[config.mk]
export PLATFORM = sky130hd
export DESIGN_NAME = addsub_acc
export DESIGN_NICKNAME = d
export VERILOG_FILES = /design/src/rtl/addsub_pkg.sv /design/src/rtl/addsub_core.sv /design/src/rtl/addsub_acc.sv
export SDC_FILE = /design/constraint.sdc
export NUM_CORES = 1
export LEC_CHECK = 0
export BUFFER_PORTS_ARGS = -buffer_cell sky130_fd_sc_hd__buf_4
export CAP_MARGIN = 20
export CORE_MARGIN = 1.5
export CORE_UTILIZATION = 55
export CTS_CLUSTER_DIAMETER = 60
export DETAILED_ROUTE_END_ITERATION = 8
export GPL_TIMING_DRIVEN = 0
export PLACE_DENSITY_LB_ADDON = 0.15
export SYNTH_ARGS = -nofsm -noshare
export SYNTH_HDL_FRONTEND = slang
export SYNTH_HIERARCHICAL = 1
export SYNTH_SLANG_ARGS = --single-unit
export TNS_END_PERCENT = 5
[constraint.sdc]
create_clock -name clk -period 5.3 [get_ports clk]
set_input_delay 0.265 -clock clk [delete_from_list [all_inputs] [get_ports clk]]
set_output_delay 0.265 -clock clk [all_outputs]
set_load 0.05 [all_outputs]
[src/rtl/addsub_pkg.sv]
// Shared definitions for the add/subtract accumulator: opcodes, FSM states, default width.
package addsub_pkg;

  localparam int DEFAULT_WIDTH = 4;

  typedef enum logic [1:0] {
    OP_LOAD = 2'b00,
    OP_ADD  = 2'b01,
    OP_SUB  = 2'b10,
    OP_CLR  = 2'b11
  } op_e;

  typedef enum logic [1:0] {
    S_IDLE = 2'b00,
    S_EXEC = 2'b01,
    S_HOLD = 2'b10
  } state_e;

endpackage

[src/rtl/addsub_core.sv]
// Combinational ripple-carry add/subtract: mode=1 inverts b and injects carry-in 1.
module addsub_core #(
  parameter int WIDTH = 4
) (
  input  logic [WIDTH-1:0] a,
  input  logic [WIDTH-1:0] b,
  input  logic             mode,
  output logic [WIDTH-1:0] sum,
  output logic             carry
);

  logic [WIDTH-1:0] b_eff;
  logic             c;

  // The chain is walked in one process so the carry variable ripples bit by bit.
  always_comb begin
    b_eff = b ^ {WIDTH{mode}};
    c     = mode;
    sum   = '0;
    for (int i = 0; i < WIDTH; i++) begin
      sum[i] = a[i] ^ b_eff[i] ^ c;
      c      = (a[i] & b_eff[i]) | (c & (a[i] ^ b_eff[i]));
    end
    carry = c;
  end

endmodule

[src/rtl/addsub_acc.sv]
// Accumulator stage: accepts one command per handshake, executes it on the add/sub core,
// and holds the registered result and flags until the consumer takes them.
module addsub_acc
  import addsub_pkg::*;
#(
  parameter int WIDTH = DEFAULT_WIDTH
) (
  input  logic             clk,
  input  logic             rst,
  input  logic             in_valid,
  output logic             in_ready,
  input  logic [1:0]       in_op,
  input  logic [WIDTH-1:0] in_operand,
  output logic             out_valid,
  input  logic             out_ready,
  output logic [WIDTH-1:0] acc,
  output logic             carry,
  output logic             overflow,
  output logic             zero,
  output logic             neg
);

  localparam int MSB = WIDTH - 1;

  state_e           state_q, state_d;
  op_e              op_q, op_d;
  logic [WIDTH-1:0] operand_q, operand_d;
  logic [WIDTH-1:0] acc_q, acc_d;
  logic             carry_q, carry_d;
  logic             overflow_q, overflow_d;
  logic             zero_q, zero_d;
  logic             neg_q, neg_d;

  logic             core_mode;
  logic [WIDTH-1:0] core_sum;
  logic             core_carry;
  logic             core_ovf;

  assign core_mode = (op_q == OP_SUB);

  addsub_core #(.WIDTH(WIDTH)) u_core (
    .a     (acc_q),
    .b     (operand_q),
    .mode  (core_mode),
    .sum   (core_sum),
    .carry (core_carry)
  );

  // B' msb is the operand msb after the optional inversion inside the core.
  assign core_ovf = (acc_q[MSB] == (operand_q[MSB] ^ core_mode)) &&
                    (core_sum[MSB] != acc_q[MSB]);

  always_comb begin
    // NOTE: every signal gets its hold value first so no path through the case infers a latch.
    state_d    = state_q;
    op_d       = op_q;
    operand_d  = operand_q;
    acc_d      = acc_q;
    carry_d    = carry_q;
    overflow_d = overflow_q;
    zero_d     = zero_q;
    neg_d      = neg_q;
    unique case (state_q)
      S_IDLE: begin
        if (in_valid) begin
          op_d      = op_e'(in_op);
          operand_d = in_operand;
          state_d   = S_EXEC;
        end
      end
      S_EXEC: begin
        unique case (op_q)
          OP_LOAD: begin acc_d = operand_q; carry_d = 1'b0;       overflow_d = 1'b0;     end
          OP_CLR:  begin acc_d = '0;        carry_d = 1'b0;       overflow_d = 1'b0;     end
          default: begin acc_d = core_sum;  carry_d = core_carry; overflow_d = core_ovf; end
        endcase
        zero_d  = (acc_d == '0);
        neg_d   = acc_d[MSB];
        state_d = S_HOLD;
      end
      S_HOLD: begin
        if (out_ready) state_d = S_IDLE;
      end
      default: state_d = S_IDLE;
    endcase
  end

  always_ff @(posedge clk) begin
    // NOTE: non-blocking assignments make every flop sample the pre-edge values together.
    if (rst) begin
      state_q    <= S_IDLE;
      op_q       <= OP_LOAD;
      operand_q  <= '0;
      acc_q      <= '0;
      carry_q    <= 1'b0;
      overflow_q <= 1'b0;
      zero_q     <= 1'b1;
      neg_q      <= 1'b0;
    end else begin
      state_q    <= state_d;
      op_q       <= op_d;
      operand_q  <= operand_d;
      acc_q      <= acc_d;
      carry_q    <= carry_d;
      overflow_q <= overflow_d;
      zero_q     <= zero_d;
      neg_q      <= neg_d;
    end
  end

  assign in_ready  = (state_q == S_IDLE) && !rst;
  assign out_valid = (state_q == S_HOLD);
  assign acc       = acc_q;
  assign carry     = carry_q;
  assign overflow  = overflow_q;
  assign zero      = zero_q;
  assign neg       = neg_q;

endmodule

==> flow_metrics.py <==
metrics = {
    "global_route": {
        "antenna_found_initial": 0,
        "grt_overflow": 0,
        "grt_max_degree": 11,
        "grt_pass1_wl_microns": 2500,
        "grt_pass1_vias": 588,
        "grtUsageTotal_pct": 19.2,
    },
    "cts": {
        "cts_buffers": 3,
        "cts_hold_buf": 0,
        "cts.sinks": 15,
        "post_cts_buffers": 0,
        "cts_tree": "done",
        "clk_latency_ps": 290,
        "clockBufferDepth": 2,
        "root_buffer": "clkbuf_4",
        "cts_resized": 0,
        "htreeDepth": 1,
        "clkSlewWorstSetupHoldPaths_ps": 100,
    },
    "placed_design": {
        "hpwl_microns": 1160,
        "port_buffers": 19,
        "placed_cell_area_sq_um": 991,
        "place.gp.congestion": 0.792,
        "dp_slack_ps": 2530,
    },
    "critical_path": {
        "path_max_fanout": 5,
        "crit_required_ps": 5520,
        "worstSetupPathType": "register to register",
        "startpoint_type": "register",
        "setup.worst_path.end_class": "register",
        "cp.arrival_ps": 3040,
    },
    "routing": {
        "viasPerCell": 5.42,
        "drt_iter0_drc": 18,
        "drc": 0,
        "drtPass1Iterations": 4,
        "wl_met1_microns": 695,
        "antenna_left": 0,
        "routedWlPerCell_microns": 12.3,
        "top_layer": "met4",
        "met2_length_microns": 753,
        "num_vias": 677,
        "wirelength_microns": 1540,
        "wl_met3_microns": 77,
    },
    "die": {
        "dieArea_sq_um": 1750,
        "rows": 13,
        "initial_core_util_pct": 61.4,
        "die_h_microns": 41.8,
        "coreArea_sq_um": 1350,
        "ios": 20,
        "die_w_microns": 41.8,
    },
    "synthesis": {
        "syn_avg_cell_area_sq_um": 9.54,
        "ys_seq_area_share_pct": 36.2,
        "yosys_warnings": 6,
        "ys.flop_type": "dfxtp_1",
        "synth_async_sr_flop_share_pct": 0,
        "synth_edf_count": 0,
        "netlist_instances": 87,
        "ys_ff_latch": 15,
        "syn_nets": 102,
        "synth_cell_types": 27,
        "syn_area_sq_um": 830,
    },
    "power_and_ir_drop": {
        "total_power_w": 0.000277,
        "ir_drop_mv": 0.151,
        "p_per_area_nw_per_um2": 272,
        "leakage_nw": 0.452,
    },
    "final_layout": {
        "antenna_cells_inserted": 0,
        "regArea_sq_um": 300,
        "area_growth_pct": 22.6,
        "drive_gt1_share_pct": 27.3,
        "fillers": 108,
        "stdcell_area_sq_um": 1020,
        "nNetsFinal": 126,
        "multi_input_area_sq_um": 480,
    },
    "flow_run": {
        "drv_cap": 0,
    },
    "timing": {
        "finalMaxSlewViolations": 0,
        "rsz0062_at_grt": "false",
        "setup_tns_ps": 0,
        "report.final.setup_viol": 0,
        "fmax_ghz": 0.354,
        "setup_ws_ps": 2480,
        "fin_crit_ps": 2820,
        "hold_viol_final": 0,
        "slew-limit-headroom_pct": 72.5,
        "max_slew.worst_pin.slew_ps": 413,
        "skew_ps": 12.3,
        "finalCritPeriodShare_pct": 53.3,
    },
    "worst_hold_path": {
        "worstHoldPathType": "input pin to register",
    },
    "run_status": {
        "status": "finished, final reports clean",
    },
}
## metrics by stage
step	hold WS, ps	cells	util, %
2_1_floorplan	337	87	-
3_3_place_gp	448	121	73.4
3_5_place_dp	455	121	73.4
4_1_cts	187	125	75.3
5_1_grt	190	125	75.3
6_report	184	125	75.3
## critical path: stages, from the launching register on
cell and delay, ps:
dfxtp_1 350, inv_1 60, ha_1 290, mux2_2 310
fa_1 350, inv_1 70, fa_1 170, inv_1 60
fa_1 470, nand3b_1 170, mux2_2 270, o31ai_2 160
## state kept, by name (all words and copies together) (netlist names)
signal     count
state_q        2
zero           1
operand_q      4
overflow       1
carry          1
op_q           2
acc            4
## where the power goes
group	internal [W]	total, W	switching [W]
Clock	0.0000292	0.0000672	0.0000380
Combinational	0.0000344	0.0000818	0.0000473
Sequential	0.000120	0.000128	0.00000788
Total	0.000184	0.000277	0.0000932
## routing by layer
layer | global-route usage, % | vias to the layer above
met5 | 0 | -
met4 | 9.68 | 0
met3 | 5.65 | 2
met2 | 29.7 | 24
met1 | 24.2 | 308
li1 | - | 343
## kinds of logic after synthesis
kind of cell	count (synthesis)	synth area share, %
compound gates	12	10.3
xor+xnor	5	5.28
fa+ha+maj	5	10.3
buf+inv	10	5.88
flops	15	36.2
mux	8	9.95
simple gates	32	22.2
## cell usage in the layout, fill, tap and decap left out, drive strengths merged
cell type | netlist | final
a311oi | 2 | 2
a221oi | 2 | 2
nor3 | 3 | 3
nor2 | 10 | 10
nand3 | 2 | 2
and2 | 1 | 1
and2b | 1 | 1
o21ai | 3 | 3
fa | 3 | 3
nor2b | 3 | 3
inv | 6 | 6
dfxtp | 15 | 15
clkbuf | 1 | 5
xor2 | 3 | 3
mux2 | 2 | 2
o31ai | 2 | 2
a21oi | 3 | 3
mux2i | 6 | 6
nor3b | 1 | 1
ha | 2 | 2
nand2 | 4 | 4
nand2b | 2 | 2
xnor2 | 2 | 2
buf | 3 | 22
nand3b | 5 | 5
## final timing paths
path / cells past startpoint / endpoint / start / slack (ps)
worst max-delay path: 11 / overflow$_SDFFE_PP0N_ / op_q[0]$_SDFFE_PP0P_ / 2480
worst min-delay path: 2 / state_q[0]$_SDFFE_PP0P_ / in_valid / 180
worst max register to register: 11 / overflow$_SDFFE_PP0N_ / op_q[0]$_SDFFE_PP0P_ / 2480
worst min register to register: 2 / carry$_SDFFE_PP0N_ / carry$_SDFFE_PP0N_ / 470
## synthesized netlist by cell type (all sizes together), types with 3 or more instances
cell    count  area (sq um)
xor2        3          26.3
a21oi       3          15.0
nand3b      5          37.5
nor2b       3          18.8
mux2i       6          60.1
nand2       4          15.0
o21ai       3          15.0
buf         3          22.5
fa          3          60.1
nor3        3          15.0
dfxtp      15           300
nor2       10          37.5
inv         6          22.5
## area by class of cell
cell class / count / share of cell area [%]
sequential: 15 / 29.5
multi-input combinational: 62 / 47.2
tap: 15 / 1.85
inverter: 6 / 2.21
clock buffer: 4 / 2.58
timing repair buffer: 19 / 14.0
buffer: 4 / 2.58
(Power assumes the default switching activity.)
